===== config.mk =====
export PLATFORM = sky130hd
export DESIGN_NAME = aes_core_arbiter_flat
export DESIGN_NICKNAME = d
export VERILOG_FILES = /design/src/rtl/aes_core_arbiter_if.sv /design/src/rtl/aes_core_arbiter.sv /design/src/flat_wrapper.sv
export SDC_FILE = /design/constraint.sdc
export NUM_CORES = 1
export LEC_CHECK = 0
export ABC_AREA = 1
export CAP_MARGIN = 20
export CELL_PAD_IN_SITES_DETAIL_PLACEMENT = 0
export CELL_PAD_IN_SITES_GLOBAL_PLACEMENT = 1
export CORE_MARGIN = 2
export CORE_UTILIZATION = 37
export CTS_CLUSTER_SIZE = 24
export DETAILED_ROUTE_END_ITERATION = 16
export PLACE_DENSITY = 0.9
export RECOVER_POWER = 50
export SLEW_MARGIN = 20
export SYNTH_ARGS = -nofsm -noshare
export SYNTH_HDL_FRONTEND = slang
export SYNTH_SLANG_ARGS = --single-unit
export TNS_END_PERCENT = 20

===== constraint.sdc =====
create_clock -name clk -period 1.6 [get_ports clk]
set_input_delay 0.32 -clock clk [delete_from_list [all_inputs] [get_ports clk]]
set_output_delay 0.32 -clock clk [all_outputs]
set_load 0.005 [all_outputs]

===== src/rtl/aes_core_arbiter_if.sv =====
// rtl/aes_core_arbiter_if.sv - request/core handshake bundle for aes_core_arbiter
//
// Ports (signals):
//   enc_req, dec_req      requester levels, held until the matching ack
//   core_busy             AES core busy
//   err_clr               clears the sticky watchdog flag
//   core_start, core_mode start pulse and mode (1=encrypt) to the AES core
//   enc_ack, dec_ack      one-cycle accept pulses
//   enc_done, dec_done    one-cycle completion pulses
//   owner                 00 none, 01 enc, 10 dec
//   timeout_err           sticky watchdog flag
//   enc_blocks/dec_blocks completed-block counters
// Modports: master = requesters/core side, slave = arbiter.
interface aes_core_arbiter_if #(
    parameter int CNT_W = 16
);
    logic             enc_req;
    logic             dec_req;
    logic             core_busy;
    logic             err_clr;
    logic             core_start;
    logic             core_mode;
    logic             enc_ack;
    logic             dec_ack;
    logic             enc_done;
    logic             dec_done;
    logic [1:0]       owner;
    logic             timeout_err;
    logic [CNT_W-1:0] enc_blocks;
    logic [CNT_W-1:0] dec_blocks;

    modport master (
        output enc_req, dec_req, core_busy, err_clr,
        input  core_start, core_mode, enc_ack, dec_ack, enc_done, dec_done,
        input  owner, timeout_err, enc_blocks, dec_blocks
    );

    modport slave (
        input  enc_req, dec_req, core_busy, err_clr,
        output core_start, core_mode, enc_ack, dec_ack, enc_done, dec_done,
        output owner, timeout_err, enc_blocks, dec_blocks
    );
endinterface


===== src/rtl/aes_core_arbiter.sv =====
// rtl/aes_core_arbiter.sv - round-robin arbiter/sequencer sharing one AES core between enc and dec paths
//
// Ports:
//   clk  system clock, rising edge
//   rst  asynchronous active-high reset
//   bus  aes_core_arbiter_if.slave (requests, core handshake, acks, dones, owner, counters)
// Optional feature: AES_ARB_TIMEOUT_EN enables the RUN-state busy watchdog.
module aes_core_arbiter #(
    parameter int ARM_CYCLES     = 4,
    parameter int TIMEOUT_CYCLES = 1024,
    parameter int CNT_W          = 16
) (
    input  logic                  clk,
    input  logic                  rst,
    aes_core_arbiter_if.slave     bus
);
    typedef enum logic [2:0] {
        S_IDLE,
        S_START,
        S_ARM,
        S_RUN,
        S_DONE
    } state_t;

    localparam logic [1:0] OWN_NONE = 2'b00;
    localparam logic [1:0] OWN_ENC  = 2'b01;
    localparam logic [1:0] OWN_DEC  = 2'b10;

    state_t           state_q, state_d;
    logic [1:0]       owner_q, owner_d;
    logic             last_dec_q, last_dec_d;
    logic [3:0]       arm_q, arm_d;
    logic [CNT_W-1:0] enc_blocks_q, enc_blocks_d;
    logic [CNT_W-1:0] dec_blocks_q, dec_blocks_d;

`ifdef AES_ARB_TIMEOUT_EN
    logic [15:0]      wd_q, wd_d;
    logic             timeout_q, timeout_d;
`endif

    always_ff @(posedge clk or posedge rst) begin
        if (rst) begin
            state_q      <= S_IDLE;
            owner_q      <= OWN_NONE;
            last_dec_q   <= 1'b1;       // enc wins the first tie
            arm_q        <= '0;
            enc_blocks_q <= '0;
            dec_blocks_q <= '0;
`ifdef AES_ARB_TIMEOUT_EN
            wd_q         <= '0;
            timeout_q    <= 1'b0;
`endif
        end else begin
            state_q      <= state_d;
            owner_q      <= owner_d;
            last_dec_q   <= last_dec_d;
            arm_q        <= arm_d;
            enc_blocks_q <= enc_blocks_d;
            dec_blocks_q <= dec_blocks_d;
`ifdef AES_ARB_TIMEOUT_EN
            wd_q         <= wd_d;
            timeout_q    <= timeout_d;
`endif
        end
    end

    always_comb begin
        state_d      = state_q;
        owner_d      = owner_q;
        last_dec_d   = last_dec_q;
        arm_d        = arm_q;
        enc_blocks_d = enc_blocks_q;
        dec_blocks_d = dec_blocks_q;
`ifdef AES_ARB_TIMEOUT_EN
        wd_d         = wd_q;
        // A trip later in this block overrides the clear, so set wins.
        timeout_d    = bus.err_clr ? 1'b0 : timeout_q;
`endif
        unique case (state_q)
            S_IDLE: begin
                owner_d = OWN_NONE;
                // On a tie, serve whichever path was not served last.
                if (bus.enc_req && (!bus.dec_req || last_dec_q)) begin
                    owner_d    = OWN_ENC;
                    last_dec_d = 1'b0;
                    state_d    = S_START;
                end else if (bus.dec_req) begin
                    owner_d    = OWN_DEC;
                    last_dec_d = 1'b1;
                    state_d    = S_START;
                end
            end
            S_START: begin
                arm_d   = '0;
                state_d = S_ARM;
            end
            S_ARM: begin
                if (bus.core_busy) begin
`ifdef AES_ARB_TIMEOUT_EN
                    wd_d = '0;
`endif
                    state_d = S_RUN;
                end else if (arm_q == 4'(ARM_CYCLES - 1)) begin
                    // Busy never seen: the core finished in zero time.
                    state_d = S_DONE;
                end else begin
                    arm_d = arm_q + 4'd1;
                end
            end
            S_RUN: begin
                if (!bus.core_busy) begin
                    state_d = S_DONE;
                end
`ifdef AES_ARB_TIMEOUT_EN
                else if (wd_q == 16'(TIMEOUT_CYCLES - 1)) begin
                    timeout_d = 1'b1;
                    owner_d   = OWN_NONE;
                    state_d   = S_IDLE;
                end else begin
                    wd_d = wd_q + 16'd1;
                end
`endif
            end
            S_DONE: begin
                if (owner_q == OWN_ENC) enc_blocks_d = enc_blocks_q + CNT_W'(1);
                if (owner_q == OWN_DEC) dec_blocks_d = dec_blocks_q + CNT_W'(1);
                owner_d = OWN_NONE;
                state_d = S_IDLE;
            end
            default: begin
                owner_d = OWN_NONE;
                state_d = S_IDLE;
            end
        endcase
    end

    // Every output is a decode of registered state/owner.
    assign bus.core_start = (state_q == S_START);
    assign bus.core_mode  = (owner_q == OWN_ENC);
    assign bus.enc_ack    = (state_q == S_START) && (owner_q == OWN_ENC);
    assign bus.dec_ack    = (state_q == S_START) && (owner_q == OWN_DEC);
    assign bus.enc_done   = (state_q == S_DONE)  && (owner_q == OWN_ENC);
    assign bus.dec_done   = (state_q == S_DONE)  && (owner_q == OWN_DEC);
    assign bus.owner      = owner_q;
    assign bus.enc_blocks = enc_blocks_q;
    assign bus.dec_blocks = dec_blocks_q;

`ifdef AES_ARB_TIMEOUT_EN
    assign bus.timeout_err = timeout_q;
`else
    logic unused_err_clr;
    assign unused_err_clr  = bus.err_clr;
    assign bus.timeout_err = 1'b0;
`endif
endmodule

===== src/flat_wrapper.sv =====
// flat-port wrapper written by rule: the top's interface ports become plain ports
module aes_core_arbiter_flat 
#(
    parameter int ARM_CYCLES     = 4,
    parameter int TIMEOUT_CYCLES = 1024,
    parameter int CNT_W          = 16
)
  (clk, rst, bus_enc_req, bus_dec_req, bus_core_busy, bus_err_clr, bus_core_start, bus_core_mode, bus_enc_ack, bus_dec_ack, bus_enc_done, bus_dec_done, bus_owner, bus_timeout_err, bus_enc_blocks, bus_dec_blocks);
  aes_core_arbiter_if #(.CNT_W(CNT_W)) bus_i ();
  input  logic clk;
  input  logic rst;
  input wire logic [$bits(bus_i.enc_req)-1:0] bus_enc_req;
  input wire logic [$bits(bus_i.dec_req)-1:0] bus_dec_req;
  input wire logic [$bits(bus_i.core_busy)-1:0] bus_core_busy;
  input wire logic [$bits(bus_i.err_clr)-1:0] bus_err_clr;
  output wire logic [$bits(bus_i.core_start)-1:0] bus_core_start;
  output wire logic [$bits(bus_i.core_mode)-1:0] bus_core_mode;
  output wire logic [$bits(bus_i.enc_ack)-1:0] bus_enc_ack;
  output wire logic [$bits(bus_i.dec_ack)-1:0] bus_dec_ack;
  output wire logic [$bits(bus_i.enc_done)-1:0] bus_enc_done;
  output wire logic [$bits(bus_i.dec_done)-1:0] bus_dec_done;
  output wire logic [$bits(bus_i.owner)-1:0] bus_owner;
  output wire logic [$bits(bus_i.timeout_err)-1:0] bus_timeout_err;
  output wire logic [$bits(bus_i.enc_blocks)-1:0] bus_enc_blocks;
  output wire logic [$bits(bus_i.dec_blocks)-1:0] bus_dec_blocks;
  assign bus_i.enc_req = bus_enc_req;
  assign bus_i.dec_req = bus_dec_req;
  assign bus_i.core_busy = bus_core_busy;
  assign bus_i.err_clr = bus_err_clr;
  assign bus_core_start = bus_i.core_start;
  assign bus_core_mode = bus_i.core_mode;
  assign bus_enc_ack = bus_i.enc_ack;
  assign bus_dec_ack = bus_i.dec_ack;
  assign bus_enc_done = bus_i.enc_done;
  assign bus_dec_done = bus_i.dec_done;
  assign bus_owner = bus_i.owner;
  assign bus_timeout_err = bus_i.timeout_err;
  assign bus_enc_blocks = bus_i.enc_blocks;
  assign bus_dec_blocks = bus_i.dec_blocks;
  aes_core_arbiter #(.ARM_CYCLES(ARM_CYCLES), .TIMEOUT_CYCLES(TIMEOUT_CYCLES), .CNT_W(CNT_W)) u_core (.clk(clk), .rst(rst), .bus(bus_i));
endmodule

# Yosys cells after proc, flatten, opt, wreduce, memory -nomap -nowiden
# Cells that the tools add are included.
# op_classes
n_mul	0
bitwise	0
n_eq_ne	12
add_sub_neg	3
order_cmp	0
reduce_logical	16
shifts	0
div_mod_pow	0
muxes	14
# ops
op	n
$add A16 B1 Y16 const B	2
$mux W3	5
$pmux W3 S4	1
$mux W4	2
$pmux W4 S2	1
$eq A3 B2 Y1 const B	2
$ne A2 B2 Y1 const B	3
$ne A3 B2 Y1 const B	2
$reduce_and A2 Y1	3
$reduce_and A3 Y1	2
$logic_and A1 B1 Y1	5
$add A4 B1 Y4 const B	1
$eq A4 B2 Y1 const B	1
$mux W2	2
$pmux W2 S2	1
$reduce_bool A2 Y1	2
$eq A3 B1 Y1 const B	1
$eq A3 B3 Y1 const B	1
$logic_not A3 Y1	1
$reduce_or A3 Y1	1
$eq A2 B1 Y1 const B	1
$eq A2 B2 Y1 const B	1
$mux W1	2
$logic_not A1 Y1	1
$logic_or A1 B1 Y1	1
# word_totals
latchBits	0
mem_bits_rw	0
romBits	0
memories	0
output_inout_bits	41
input_bits	6
regBits	42
wordCells	51

# Depth between registers and ports, before layout
# Gate-level depths: netlist (run 1).
# depth
depth_word	5
mapped_depth	8
depth_no_buf	8

# Least setup slack after synthesis (run 1)
# Ideal clock, no wire load.
# synth_path
path_kind	register to register
startpoint	register u_core.state_q[0]
endpoint	register u_core.enc_blocks_q[10], in the netlist u_core.bus.enc_blocks[10]
stages_incl_launch_ff	6
required_ns	1.479
setup_time_ns	0.121
synth_period_minus_slack_ns	1.277
t_arrival_ns	1.156
path_buffers	0
path_slack_ns	0.323
path_cell_list	dfrtp_1 -> nor2_4 -> nand3_4 -> nor2_4 -> nand2_1 -> xor2_1
# synth_via
elab_chain_len	2
# synth_lines
element	line	text
start, declared	aes_core_arbiter.sv:29	state_t state_q, state_d;
start signal, assigned	aes_core_arbiter.sv:54	state_q <= state_d;
$eq A3 B3 Y1	aes_core_arbiter.sv:79	unique case (state_q)
$reduce_and A2 Y1 (no line)	-	
end signal, assigned	aes_core_arbiter.sv:58	enc_blocks_q <= enc_blocks_d;
end, declared	aes_core_arbiter.sv:33	logic [CNT_W-1:0] enc_blocks_q, enc_blocks_d;
# No other way between the ends.
# A chain may end at the register's enable or synchronous reset.

# Final worst setup path (run 1)
# layout_path
startpoint	register u_core.state_q[0]
endpoint	output bus_dec_done
# layout_via
elab_chain_len	2
# layout_lines
element	line	text
$eq A3 B3 Y1	aes_core_arbiter.sv:143	assign bus.dec_done = (state_q == S_DONE) && (owner_q == OWN_DEC);
$logic_and A1 B1 Y1	aes_core_arbiter.sv:143	
end, declared	flat_wrapper.sv:21	output wire logic [$bits(bus_i.dec_done)-1:0] bus_dec_done;
# No other way between the ends.

==> impl_metrics.json, run 1 <==
{
  "fmax_mhz": 622,
  "synth_seq_area_share_pct": 46.5,
  "cts.clk_slew.worst_paths_ns": 0.08,
  "arrival_ns": 1.29,
  "pwr-share-seq_pct": 40.9,
  "mostFrequentLayoutCell": "nand2_1",
  "p_leak_nw": 1.39,
  "fin_ws_ns": -0.00852,
  "violations": "setup timing",
  "diodes": 0,
  "setup-tns-final_ns": -0.00852,
  "p_comb_share_pct": 36.9,
  "fin_crit_sh_pct": 101,
  "io_buffers": 44,
  "cts_buffer_depth": 2,
  "ys_top_cells_by_area": "dfrtp_1 45%, nand2_1 14%, xor2_1 6.2%",
  "ys_types": 23,
  "antenna_found_initial": 0,
  "initial_core_util_pct": 38.2,
  "chipHeight_um": 82.2,
  "worstSetupPathType": "flip-flop to output pin",
  "grt_max_degree": 43,
  "fillCellCount": 558,
  "synth_top_area_share_pct": 45.4,
  "reg2reg_from": "u_core.state_q[0]$_DFFE_PP0P_",
  "ant_nets": 0,
  "slew_violations": 0,
  "ios": 47,
  "syn_nets": 292,
  "htree_levels": 2,
  "p_per_area_mw_per_mm2": 1060,
  "finalHoldViolCount": 0,
  "clock-sinks": 42,
  "hp-class": "flip-flop to flip-flop",
  "cp.required_ns": 1.28,
  "insertion_delay_ns": 0.29,
  "die_area_sq_mm": 0.00675,
  "dieWidth_um": 82.2,
  "drv_cap": 0,
  "postCtsHoldBufs": 0,
  "grt_pass1_wl_um": 7940,
  "worstHoldStart": "u_core.last_dec_q$_DFFE_PP1P_",
  "critPathSlowestCell": "dfrtp_1",
  "drive_gt1_share_pct": 16.4,
  "crit_start": "u_core.state_q[0]$_DFFE_PP0P_",
  "vias": 1950,
  "cp_max_fo": 2,
  "first_iter_violations": 66,
  "dp_worst_setup_slack_ns": -0.0456,
  "globalRouteOverflowTotal": 0,
  "final_cell_mix": "86 x nand2_1, 37 x inv_1, 36 x dfrtp_1, 28 x nor2_1, 27 x clkdlybuf4s50_1",
  "nets": 362,
  "cts-root-buf": "clkbuf_8",
  "skew_ns": 0.00448,
  "synth_cells": 283,
  "placed_cells": 413,
  "p_sw_share_pct": 33.5,
  "setup_viol": 1,
  "yosysWarnings": 0,
  "avgSynthCellArea_sq_um": 7.99,
  "hpwl_um": 3520,
  "status": "complete, but fails checks",
  "maxSlewHeadroom_pct": 36.7,
  "wl_um": 4760,
  "slowest_delay_ns": 0.39,
  "grt_pass1_vias": 1785,
  "synth_seq_cells": 42,
  "cts_tree": "done",
  "synth_area_sq_mm": 0.00226,
  "grtUsageTotal_pct": 15.3,
  "worstMarginPinSlew_ns": 0.950,
  "syn_to_final_growth_pct": 35.2,
  "drtPass1Iterations": 5,
  "drc_errors": 0,
  "ir_drop_mv": 0.889,
  "p_sw_w": 0.00108,
  "num_rows": 28,
  "rsz0062_at_grt": "yes",
  "cp-end-kind": "output pin",
  "gp_congestion": 0.774,
  "avgRoutedWirePerCell_um": 11.1,
  "p_total_w": 0.00323,
  "cp_cell_sequence": "buf_6, nor2_4, buf_4, nand3_4, inv_4, clkbuf_2",
  "vias_per_cell": 4.55,
  "coreArea_sq_mm": 0.00592,
  "yosys.area.top_type": "dfrtp_1",
  "p_int_w": 0.00215,
  "utilization_pct": 51.6,
  "p_clk_share_pct": 22.2,
  "cp-start-kind": "flip-flop",
  "min_period_ns": 1.61,
  "final_cell_count_no_fill": 429,
  "numCtsBuffers": 5
}
[worst max-delay path: cells and delay by family (launching register included)]
kind | cells | cell delay (ns)
and+or+nand+nor | 2 | 0.18
DFF | 1 | 0.39
buffers and inverters | 4 | 0.42
[flip-flops by register name (all words and copies together) (netlist names)]
name and flops:
u_core.bus.dec_blocks 16, u_core.bus.enc_blocks 16, u_core.bus.owner 2, u_core.state_q 3, u_core.arm_q 4, u_core.last_dec_q 1
[power groups by stage]
stage                     sequential [W]  clock, W  combinational (W)
final                            0.00132  0.000719            0.00119
after global routing             0.00135  0.000791            0.00131
after CTS                        0.00131  0.000732            0.00108
after detailed placement         0.00135         0           0.000988
after global placement           0.00134         0           0.000965
after floorplan                  0.00138         0           0.000502
[final timing paths]
| path | to | slack [ns] | cells past startpoint |
|---|---|---|---|
| max reg2reg | u_core.bus.enc_blocks[10]$_DFFE_PP0P_ | 0.03 | 8 |
| min reg2reg | u_core.last_dec_q$_DFFE_PP1P_ | 0.50 | 2 |
| max in group asynchronous | u_core.bus.dec_blocks[12]$_DFFE_PP0P_ | 0.32 | 3 |
| min | u_core.last_dec_q$_DFFE_PP1P_ | 0.50 | 2 |
| max | bus_dec_done | -0.009 | 6 |
| min in group asynchronous | u_core.bus.owner[0]$_DFFE_PP0N_ | 0.63 | 3 |
[Yosys cell counts]
cell	count
nand3_1	23
o21bai_1	1
dfrtp_1	41
dfstp_2	1
o22ai_1	1
nand3_4	2
nand4_1	8
nor2_4	7
o21ai_0	6
buf_4	1
xnor2_1	6
nand3b_1	1
nor2_1	30
inv_1	37
nand2_2	1
xor2_1	16
nor3_1	5
inv_2	4
conb_1	1
ha_1	3
nand2_1	86
nor2_2	1
nand3_2	1
[through the flow]
| step | cell area (sq um) | hold slack [ns] |
|---|---|---|
| after floorplan | 2260 | 0.470 |
| after global placement | 2890 | 0.479 |
| after detailed placement | 2890 | 0.491 |
| after CTS | 3020 | 0.395 |
| after global routing | 3060 | 0.515 |
| final | 3060 | 0.498 |
[routing by layer]
layer	track usage, %	part of all wire [%]	vias up
met3	4.13	3.9	6
li1	-	-	1013
met4	5.00	1.3	0
met1	19.6	48	898
met2	25.0	47	33
met5	0	0	-
[area by class of cell]
type	instances	area, sq um	share of cell area [%]
tap	75	93.8	3.07
clock inverter	1	5.00	0.164
inverter	41	156	5.12
sequential	42	1060	34.6
timing repair buffer	64	581	19.0
clock buffer	7	86.3	2.82
multi-input combinational	199	1080	35.2
[kinds of logic after synthesis]
| kind of cell | synth area share [%] |
|---|---|
| AND/OR/NAND/NOR | 34.0 |
| buffers and inverters | 7.14 |
| flip-flops | 46.5 |
| XOR/XNOR | 8.52 |
| AO/OA/AOI/OAI | 1.94 |
| adder cells (fa/ha/maj) | 1.66 |
| other | 0.166 |
[timing repair]
action | 4_1_cts | 5_1_grt
setup buffers | 4 | 5
gates resized for setup | 16 | 33
setup endpoints to repair | 10 | 23
cloned | 0 | 0
pin swaps | 2 | 2
hold endpoints to repair | 0 | 0
Note: power is estimated with default switching activity, not from simulation.
==> inputs of run 2 (changes only) <==
--- a/config.mk
+++ b/config.mk
@@ -11,6 +11,7 @@
 export CELL_PAD_IN_SITES_GLOBAL_PLACEMENT = 1
 export CORE_MARGIN = 2
 export CORE_UTILIZATION = 37
+export CTS_CLUSTER_DIAMETER = 200
 export CTS_CLUSTER_SIZE = 24
 export DETAILED_ROUTE_END_ITERATION = 16
 export PLACE_DENSITY = 0.9
==> results of run 2 <==
The final DEF is identical to that of run 1; final timing and power are the same.
==> inputs of run 3 (changes only) <==
--- a/config.mk
+++ b/config.mk
@@ -5,12 +5,12 @@
 export SDC_FILE = /design/constraint.sdc
 export NUM_CORES = 1
 export LEC_CHECK = 0
-export ABC_AREA = 1
+export ABC_AREA = 0
 export CAP_MARGIN = 20
 export CELL_PAD_IN_SITES_DETAIL_PLACEMENT = 0
 export CELL_PAD_IN_SITES_GLOBAL_PLACEMENT = 1
 export CORE_MARGIN = 2
-export CORE_UTILIZATION = 37
+export CORE_UTILIZATION = 38
 export CTS_CLUSTER_DIAMETER = 200
 export CTS_CLUSTER_SIZE = 24
 export DETAILED_ROUTE_END_ITERATION = 16
==> impl_metrics.json, run 3 <==
{
  "status": "complete, but fails checks",
  "violations": "setup timing",
  "cts_tree": "done",
  "avgRoutedWirePerCell_um": 12.9,
  "grt_max_degree": 43,
  "cp-end-kind": "output pin",
  "use_met2_pct": 26.7,
  "fmax_mhz": 556,
  "numCtsBuffers": 5,
  "antenna_found_initial": 0,
  "maxSlewHeadroom_pct": 31.2,
  "synth_seq_cells": 42,
  "synth_edf_count": 0,
  "synth_common_cells": "41 x dfrtp_1, 23 x xnor2_1, 17 x nand2_1, 10 x nor2_1, 9 x nand3_1",
  "drive_gt1_share_pct": 29.1,
  "cts_buffer_depth": 2,
  "grt_pass1_vias": 1521,
  "top_usage_layer": "met2",
  "initial_core_util_pct": 39.0,
  "synth_seq_area_share_pct": 53.2,
  "finalHoldViolCount": 0,
  "ys_types": 34,
  "dieWidth_um": 76.2,
  "critPathSlowestCell": "dfrtp_1",
  "placed_cells": 310,
  "synth_area_sq_mm": 0.00198,
  "cp_max_fo": 2,
  "avgSynthCellArea_sq_um": 10.8,
  "io_buffers": 44,
  "grtUsageTotal_pct": 15.0,
  "synthArstFlopShare_pct": 100,
  "hold_ws_ns": 0.478,
  "ios": 47,
  "p_leak_nw": 1.47,
  "fin_ws_ns": -0.198,
  "min_period_ns": 1.80,
  "clock-sinks": 42,
  "diodes": 0,
  "skew_ns": 0.00570,
  "dp_worst_setup_slack_ns": -0.151,
  "drc_errors": 0,
  "met3_usage_pct": 3.44,
  "coreArea_sq_mm": 0.00507,
  "rsz0062_at_grt": "yes",
  "p_per_area_mw_per_mm2": 1080,
  "cp-start-kind": "flip-flop",
  "htree_levels": 2,
  "yosys.area.top_type": "dfrtp_1",
  "ys_top_cells_by_area": "dfrtp_1 52%, xnor2_1 10%, nand2_1 3.2%",
  "slowest_delay_ns": 0.40,
  "mostFrequentLayoutCell": "dfrtp_1",
  "hpwl_um": 2950,
  "slew_violations": 0,
  "yosysWarnings": 0,
  "setup_viol": 24,
  "chipHeight_um": 76.2,
  "die_area_sq_mm": 0.00580,
  "num_rows": 26,
  "cp.required_ns": 1.28,
  "cts-root-buf": "clkbuf_8",
  "gp_congestion": 0.815,
  "vias_per_cell": 4.87,
  "final_cell_mix": "37 x dfrtp_1, 28 x clkdlybuf4s50_1, 22 x xnor2_1, 17 x buf_4, 13 x nand2_1",
  "globalRouteOverflowTotal": 0,
  "synth_top_flop_cell": "dfrtp_1",
  "drv_cap": 0,
  "seq_area_sq_mm": 0.00106,
  "hp-class": "flip-flop to flip-flop",
  "synth_cells": 183,
  "cts.clk_slew.worst_paths_ns": 0.08,
  "arrival_ns": 1.48,
  "ir_drop_mv": 0.612,
  "drtPass1Iterations": 5,
  "path_common_cell": "buf_6",
  "insertion_delay_ns": 0.29,
  "ant_nets": 0,
  "synth_top_area_share_pct": 51.9,
  "cp_cell_sequence": "buf_4, buf_6, nor3b_4, nand2_2, buf_6, inv_2, buf_2",
  "fillCellCount": 451,
  "nets": 266,
  "yosysMostFrequentCell": "dfrtp_1",
  "grt_use_met1_pct": 18.5,
  "final_cell_count_no_fill": 328,
  "vias": 1597,
  "multiInputGateArea_sq_um": 990,
  "syn_nets": 192,
  "fin_crit_sh_pct": 112,
  "worstSetupPathType": "flip-flop to output pin",
  "grt_pass1_wl_um": 7060,
  "worstMarginPinSlew_ns": 1.03,
  "utilization_pct": 58.1,
  "wl_um": 4220,
  "syn_to_final_growth_pct": 49.0,
  "first_iter_violations": 75
}
## run 3: cell count changes in the layout (fill, tap and decap cells not counted), sizes merged, moves of 4 or more
cell	before	now
nor2	38	10
xnor2	6	23
buf	22	35
inv	41	6
clkdlybuf4s25	10	3
and4	0	4
a21oi	0	5
nand3	26	9
and3	0	6
xor2	16	7
nand2	87	17
dlymetal6s2s	0	4
nand2b	0	4
nor3	5	10
## run 3: path summary, 6_finish.rpt
path                                                        from                               endpoint  slack (ns)  depth (start not counted)
hold / removal             u_core.bus.dec_blocks[15]$_DFFE_PP0P_  u_core.bus.dec_blocks[15]$_DFFE_PP0P_        0.48                          1
min in group asynchronous                                    rst   u_core.bus.dec_blocks[8]$_DFFE_PP0P_        0.78                          3
hold reg to reg            u_core.bus.dec_blocks[15]$_DFFE_PP0P_  u_core.bus.dec_blocks[15]$_DFFE_PP0P_        0.48                          1
max in group asynchronous                                    rst   u_core.bus.enc_blocks[2]$_DFFE_PP0P_        0.10                          3
setup reg to reg                   u_core.state_q[1]$_DFFE_PP0P_   u_core.bus.dec_blocks[9]$_DFFE_PP0P_       -0.19                          6
setup / recovery                   u_core.state_q[1]$_DFFE_PP0P_                           bus_enc_done       -0.20                          7
## run 3: metrics by stage
| step | instance area, sq um | total power [W] | TNS, ns |
|---|---|---|---|
| floorplan | 1980 | 0.00174 | -0.0239 |
| global placement | 2640 | 0.00216 | -0.783 |
| detailed placement | 2640 | 0.00219 | -0.726 |
| CTS | 2850 | 0.00306 | -1.76 |
| global route | 2950 | 0.00337 | -6.93 |
| finish | 2950 | 0.00318 | -2.39 |
## run 3: kinds of logic after synthesis
group                    after synthesis  synth area share, %
AND/OR/NAND/NOR                       77                 22.4
AO/OA/AOI/OAI                         13                 4.11
other                                  1                0.190
adder cells (fa/ha/maj)                3                 1.90
multiplexers                           4                 2.15
buffers and inverters                 13                 2.78
flip-flops                            42                 53.2
XOR/XNOR                              30                 13.3
## run 3: per-layer routing
layer	share of wire, %	up-vias
met5	0	-
met4	0.64	0
met3	3.3	4
met2	51	32
met1	45	777
li1	-	784
## run 3: layout make-up
type / instances / area share [%]
Sequential cell: 42 / 35.9
Multi-Input combinational cell: 128 / 33.6
Timing Repair Buffer: 74 / 23.6
Tap cell: 70 / 2.97
Clock buffer: 6 / 2.80
Inverter: 6 / 0.764
Clock inverter: 2 / 0.424
## run 3: what timing repair did
item                                   CTS  global route
setup endpoints to repair               23            44
gates resized for setup                 45            34
hold buffers                             0             0
endpoints found under the hold margin    0             0
cloned                                   0             0
pin swaps                               12            10
setup buffers                           10             3
## run 3: power by group
part	internal (W)	switching (W)
Combinational	0.000628	0.000534
Clock	0.000347	0.000372
Sequential	0.00119	0.000110
Total	0.00217	0.00101
## run 3: critical path: cells and delay by family (launching register included)
family | cells | cell delay, ns
buffers and inverters | 5 | 0.49
DFF | 1 | 0.40
and+or+nand+nor | 2 | 0.29
==> RTL change 1 (settings of run 1) <==
The 5 states of `state_t` get a Gray code encoding in 3 bits.
--- a/src/rtl/aes_core_arbiter.sv
+++ b/src/rtl/aes_core_arbiter.sv
@@ -16,9 +16,9 @@
 );
     typedef enum logic [2:0] {
-        S_IDLE,
-        S_START,
-        S_ARM,
-        S_RUN,
-        S_DONE
+        S_IDLE  = 3'b000,
+        S_START = 3'b001,
+        S_ARM   = 3'b011,
+        S_RUN   = 3'b010,
+        S_DONE  = 3'b110
     } state_t;
 
Formal check against the unedited RTL: no difference found for any inputs over 10 cycles, from zero or initial values and one cycle with rst high; not proved beyond that.
==> RTL change 1 against run 1 <==
  * Cell area is 2.9% lower
  * Sequential share of layout area up 0.91 points
  * Wire length shrank 1.9%
  * Power down 4.5%
  * Sequential cell count unchanged
  * Setup slack improved by 0.014 ns
  * Clock skew increased by 0.0037 ns
  * Area after synthesis down 4.1%
  * Critical endpoint is now bus_dec_ack
  * Largest power group unchanged
==> RTL change 1: results (changes against run 1) <==
CTS
The CTS H-tree depth is 2 (unchanged). The tree is rooted in a sky130_fd_sc_hd__clkbuf_8. The CTS clock-pin slew for the worst setup and hold paths is 0.07 ns. The clock network latency to the later pin of the worst-skew pair is 0.29 ns (about the same).

The number of buffers added by the clock tree synthesis step is 5 (unchanged). The maximum root-to-sink buffer count came to 2 (unchanged).

Synthesis
The sequential share of the synthesized area is 48.5% (+2.0 points). The primary flip-flop cell chosen by synthesis mapping is sky130_fd_sc_hd__dfrtp_1. The count of distinct cell types in the synthesized netlist was 23 (unchanged).

The share of async-settable or async-resettable flops after synthesis is 100% (unchanged). The post-synthesis average cell area is 8.21 µm² (+2.8%). By area the synthesized netlist is led by sky130_fd_sc_hd__dfrtp_1 47%, sky130_fd_sc_hd__nand2_1 14%, sky130_fd_sc_hd__nor2_1 6.4%. The number of warnings printed during yosys synthesis is 0 (unchanged).

By count the netlist is led by 79 x sky130_fd_sc_hd__nand2_1, 41 x sky130_fd_sc_hd__dfrtp_1, 37 x sky130_fd_sc_hd__nor2_1. The net count after synthesis is 273 (-6.5%).

Layout
The final net count was 338 (-6.6%). The antenna diode count is 0 (unchanged). The share of layout cells above drive strength 1 came to 13.9% (-2.4 points). The count of filler cells inserted in the layout is 540 (-3.2%).

The storage element area is 1050 µm² (-0.36%).

Power
The worst voltage drop across the vdd grid came to 0.504 mV (-43%). The internal power component was 2.14 mW (-0.58%). The leakage power summed over all cells was 1.65 nW (+19%).

Setup path
The worst setup path is launched from a flip-flop. The reg-to-reg critical path startpoint is u_core.state_q[1]. The arrival time at the worst endpoint is 1.27 ns (-0.02 ns). The maximum fanout encountered on the critical timing path came to 3 (+1).

Worst hold path
The worst hold path begins at u_core.last_dec_q. In this run the worst hold path is classified as reg -> reg.

Drt
The detailed-routing iteration count for the pre-antenna-repair pass is 4 (-1). The number of design-rule violations left by the first detailed-router iteration came to 70 (+6.1%). The number of vias in the routed layout is 1819 (-6.7%). The ratio of routed vias to standard cells is 4.52 (-0.45%). The overall routed net length is 4670 µm (-1.9%).

Placement
The port buffer count was 44 (unchanged). The post-detailed-placement half-perimeter wirelength is 3400 µm (-3.5%). The number of placed cells counting well taps came to 389 (-5.8%). The weighted congestion reported at the end of routability-driven placement came to 0.791 (+2.3%). The area of placed instances is 2770 µm² (-4.1%).

GRT
The total routing resource utilization after global routing came to 16.2% (+0.88 points). The first-pass GRT wire length is 8110 µm (+2.2%). The initial antenna violation count is 0 (unchanged).

The largest net degree at the start of global routing was 43 (unchanged).

Timing
The measured slew at the worst slew-check pin is 0.925 ns (-0.0247 ns). The final worst clock skew is 0.00817 ns (+0.00369 ns).

Job
The number of maximum-capacitance constraint violations is 0 (unchanged).

Run status
The run finished with clean final reports.
[RTL change 1: layout make-up]
type                            instances  share of cell area, %
Timing Repair Buffer                   60                   19.6
Multi-Input combinational cell        191                   34.4
Clock buffer                            6                   2.45
Sequential cell                        42                   35.5
Clock inverter                          2                   1.26
Inverter                               29                   3.67
Tap cell                               72                   3.04
[RTL change 1: routing by layer]
metal / wire, µm / global-route usage [%]
met5: 0 / 0
met4: 44 / 6.78
met3: 129 / 2.36
met2: 2280 / 27.1
met1: 2220 / 20.8
[RTL change 1: path summary, 6_finish.rpt]
kind,cells past startpoint,to,slack (ns)
setup / recovery,5,bus_dec_ack,0.005
setup reg to reg,8,u_core.bus.dec_blocks[7],0.09
min in group asynchronous,3,u_core.bus.dec_blocks[10],0.63
hold / removal,2,u_core.last_dec_q,0.49
hold reg to reg,2,u_core.last_dec_q,0.49
max in group asynchronous,3,u_core.bus.dec_blocks[12],0.34
[RTL change 1: what timing repair did]
item,in CTS,in global routing
pin swaps,3,2
setup buffers,2,3
setup endpoints to repair,9,27
gates resized for setup,15,35
[RTL change 1: cells by family after synthesis]
group | count (synthesis) | synth area share (%)
buffers and inverters | 31 | 6.00
XOR/XNOR | 22 | 8.89
multiplexers | 1 | 0.462
AND/OR/NAND/NOR | 152 | 31.3
AO/OA/AOI/OAI | 12 | 2.94
flip-flops | 42 | 48.5
other | 1 | 0.173
adder cells (fa/ha/maj) | 3 | 1.73
[RTL change 1: power by group through the flow]
stage,Combinational (mW),Clock [mW],Sequential (mW)
3_3_place_gp,0.823,0,1.32
4_1_cts,0.879,0.856,1.30
6_report,0.968,0.821,1.30
5_1_grt,1.08,0.904,1.32
3_5_place_dp,0.832,0,1.32
2_1_floorplan,0.410,0,1.34
[RTL change 1: per-stage QoR]
step | power [mW] | setup WS, ns
after floorplan | 1.75 | 0.307
after global placement | 2.14 | 0.0271
after detailed placement | 2.16 | 0.0184
after CTS | 3.04 | -0.219
after global routing | 3.30 | -0.0681
final | 3.09 | 0.00509
[RTL change 1: critical path, cell delays in order (launching register included)]
cell and delay (ns):
sky130_fd_sc_hd__dfrtp_1 0.40, sky130_fd_sc_hd__nor2_2 0.16, sky130_fd_sc_hd__nand2_2 0.09, sky130_fd_sc_hd__buf_4 0.13, sky130_fd_sc_hd__nor2_1 0.09, sky130_fd_sc_hd__clkbuf_2 0.12
==> RTL change 2 (settings of run 1) <==
Made on the original files. The option `AES_ARB_TIMEOUT_EN` is turned on by a define.
--- a/src/rtl/aes_core_arbiter.sv
+++ b/src/rtl/aes_core_arbiter.sv
@@ -6,4 +6,6 @@
 //   bus  aes_core_arbiter_if.slave (requests, core handshake, acks, dones, owner, counters)
 // Optional feature: AES_ARB_TIMEOUT_EN enables the RUN-state busy watchdog.
+`define AES_ARB_TIMEOUT_EN
+
 module aes_core_arbiter #(
     parameter int ARM_CYCLES     = 4,
Function: no difference found for any inputs over 10 cycles, from zero or initial values and one cycle with rst high; that may be too few to reach the edited logic, so the function may still have changed.
==> RTL change 2 against run 1 <==
  * The flow still finishes with violations (setup timing)
  * Synthesized cell count is 55% higher
  * Area after synthesis up 48%
  * Setup slack got worse by 0.15 ns
  * Clock power is 96% higher
  * Final cell count up 49%
  * Wire length increased by 59%
  * Power rose by 48%
  * Largest cell class unchanged
  * Cell area increased by 46%
  * Combinational power grew 34%
  * Sequential cell count increased by 17
  * Highest routed layer unchanged
  * Maximum frequency fell by 8.3%
==> RTL change 2: results (changes against run 1) <==
Worst hold path
The worst hold path class is reg -> reg. In this run the most critical hold path is launched from u_core.last_dec_q.

Placement
The post-detailed-placement half-perimeter wirelength is 5390 µm (+53%). The number of placed cells counting well taps was 612 (+48%). The worst setup timing slack at the placement stage is -0.0310 ns (+0.0147 ns). The port buffer count is 46 (+4.5%). The weighted congestion reported at the end of routability-driven placement is 0.820 (+6.0%).

Power
The net switching fraction of the power is 32.5% (-1.0 points). The leakage power summed over all cells is 2.30 nW (+66%). The worst voltage drop across the vdd grid is 0.567 mV (-36%).

GRT
The largest net degree at the start of global routing is 60 (+40%). The total routing resource utilization after global routing is 16.8% (+1.5 points). The initial antenna violation count is 0 (unchanged). The first-pass GRT wire length is 13300 µm (+68%).

Setup path
The arrival time at the worst endpoint came to 1.43 ns (+0.14 ns). The maximum fanout encountered on the critical timing path is 2 (unchanged). The origin of the worst setup path is u_core.state_q[1]. The reg-to-reg critical path startpoint is u_core.state_q[1].

Drt
The detailed-routing iteration count for the pre-antenna-repair pass is 4 (-1). The number of vias in the routed layout is 2968 (+52%). The number of design-rule violations left by the first detailed-router iteration is 62 (-6.1%). The overall routed net length was 7560 µm (+59%).

Layout
The final net count came to 538 (+49%). The share of layout cells above drive strength 1 is 18.4% (+2.0 points). The final non-filler cell total is 641 (+49%). The antenna diode count came to 0 (unchanged). The count of filler cells inserted in the layout is 845 (+51%).

Synthesis
Sorting the synthesized cells by area gives the leading types as sky130_fd_sc_hd__dfrtp_1 43%, sky130_fd_sc_hd__nand2_1 16%, sky130_fd_sc_hd__nor2_1 6.5%. The cell with the most instances after synthesis is sky130_fd_sc_hd__nand2_1. The share of async-settable or async-resettable flops after synthesis is 100% (unchanged).

The sequential share of the synthesized area is 44.2% (-2.4 points). The net count after synthesis is 448 (+53%). The number of warnings printed during yosys synthesis is 0 (unchanged). The number of instances in the synthesized netlist is 438 (+55%).

In the synthesized netlist the dominant register cell turns out to be sky130_fd_sc_hd__dfrtp_1. The count of distinct cell types in the synthesized netlist is 32 (+39%). After synthesis, the most frequently instantiated cells are 143 x sky130_fd_sc_hd__nand2_1, 58 x sky130_fd_sc_hd__dfrtp_1, 58 x sky130_fd_sc_hd__nor2_1.

CTS
The clock network latency to the later pin of the worst-skew pair is 0.35 ns (+0.06 ns). The CTS H-tree depth is 3 (+1). The maximum root-to-sink buffer count is 2 (unchanged).

The root buffer cell is sky130_fd_sc_hd__clkbuf_8. The CTS clock-pin slew for the worst setup and hold paths is 0.07 ns. The number of buffers added by the clock tree synthesis step is 9 (+4).

Timing
The final worst clock skew is 0.00780 ns (+0.00332 ns). The measured slew at the worst slew-check pin is 0.783 ns (-0.167 ns). The final setup violation count is 7 (+6). The slack of the critical path came to -0.154 ns (-0.146 ns).

The total negative setup slack is -0.584 ns (-0.576 ns).

Run status
The run finished, with violations left. The final reports fail on setup timing.
[RTL change 2: cell count changes after synthesis, sizes merged, moves of 7 or more]
cell / before / now
nand3: 26 / 35
dfrtp: 41 / 58
xnor2: 6 / 17
o21ai: 6 / 18
nor2: 38 / 67
xor2: 16 / 9
nand2: 87 / 151
[RTL change 2: cell type report]
type | count | share of cell area, %
Clock buffer | 12 | 3.49
Clock inverter | 4 | 1.10
Inverter | 47 | 4.16
Multi-Input combinational cell | 328 | 38.0
Sequential cell | 59 | 33.2
Tap cell | 108 | 3.04
Timing Repair Buffer | 83 | 17.0
[RTL change 2: logic make-up (layout without fill, tap and decap cells)]
kind of cell / after synthesis / in the layout / share of synthesized area (%)
simple gates: 272 / 272 / 36.6
flops: 59 / 59 / 44.2
fa+ha+maj: 4 / 4 / 1.50
xor+xnor: 26 / 26 / 6.81
buf+inv: 51 / 146 / 6.47
compound gates: 26 / 26 / 4.45
[RTL change 2: timing repair]
item,4_1_cts,5_1_grt
setup buffers,13,2
hold endpoints to repair,0,0
setup endpoints to repair,29,43
resized for setup,56,24
pin swaps,5,4
[RTL change 2: routing by layer]
layer | vias up | share of wire, % | track usage (%)
met5 | - | 0 | 0
met4 | 0 | 2.5 | 8.54
met3 | 15 | 4.3 | 3.62
met2 | 42 | 47 | 27.8
met1 | 1353 | 46 | 20.7
li1 | 1558 | - | -
[RTL change 2: stage by stage]
stage / cell area [µm²] / util (%)
2_1_floorplan: 3350 / -
3_3_place_gp: 4110 / 46.9
3_5_place_dp: 4110 / 46.9
4_1_cts: 4400 / 50.2
5_1_grt: 4450 / 50.8
6_report: 4450 / 50.8
[RTL change 2: power by group through the flow]
stage          clock network, mW  logic [mW]  registers [mW]
5_1_grt                     1.50        1.77            1.80
4_1_cts                     1.45        1.57            1.78
3_5_place_dp                   0        1.33            1.82
3_3_place_gp                   0        1.31            1.80
6_report                    1.41        1.60            1.78
2_1_floorplan                  0       0.714            1.83
[RTL change 2: critical path, cell delays in order (launching register included)]
cell                      delay, ns
sky130_fd_sc_hd__dfrtp_1       0.41
sky130_fd_sc_hd__nor2_2        0.16
sky130_fd_sc_hd__nand2_2       0.10
sky130_fd_sc_hd__buf_6         0.13
sky130_fd_sc_hd__nor2_4        0.15
sky130_fd_sc_hd__buf_2         0.14
[RTL change 2: worst paths after layout]
path	cells past startpoint	slack (ns)	endpoint
worst max-delay path	5	-0.15	bus_enc_done
worst min-delay path	2	0.47	u_core.last_dec_q
worst max register to register	10	-0.05	u_core.bus.enc_blocks[13]
worst min register to register	2	0.47	u_core.last_dec_q
max in group asynchronous	3	0.32	u_core.bus.enc_blocks[12]
min in group asynchronous	3	0.74	u_core.bus.dec_blocks[2]
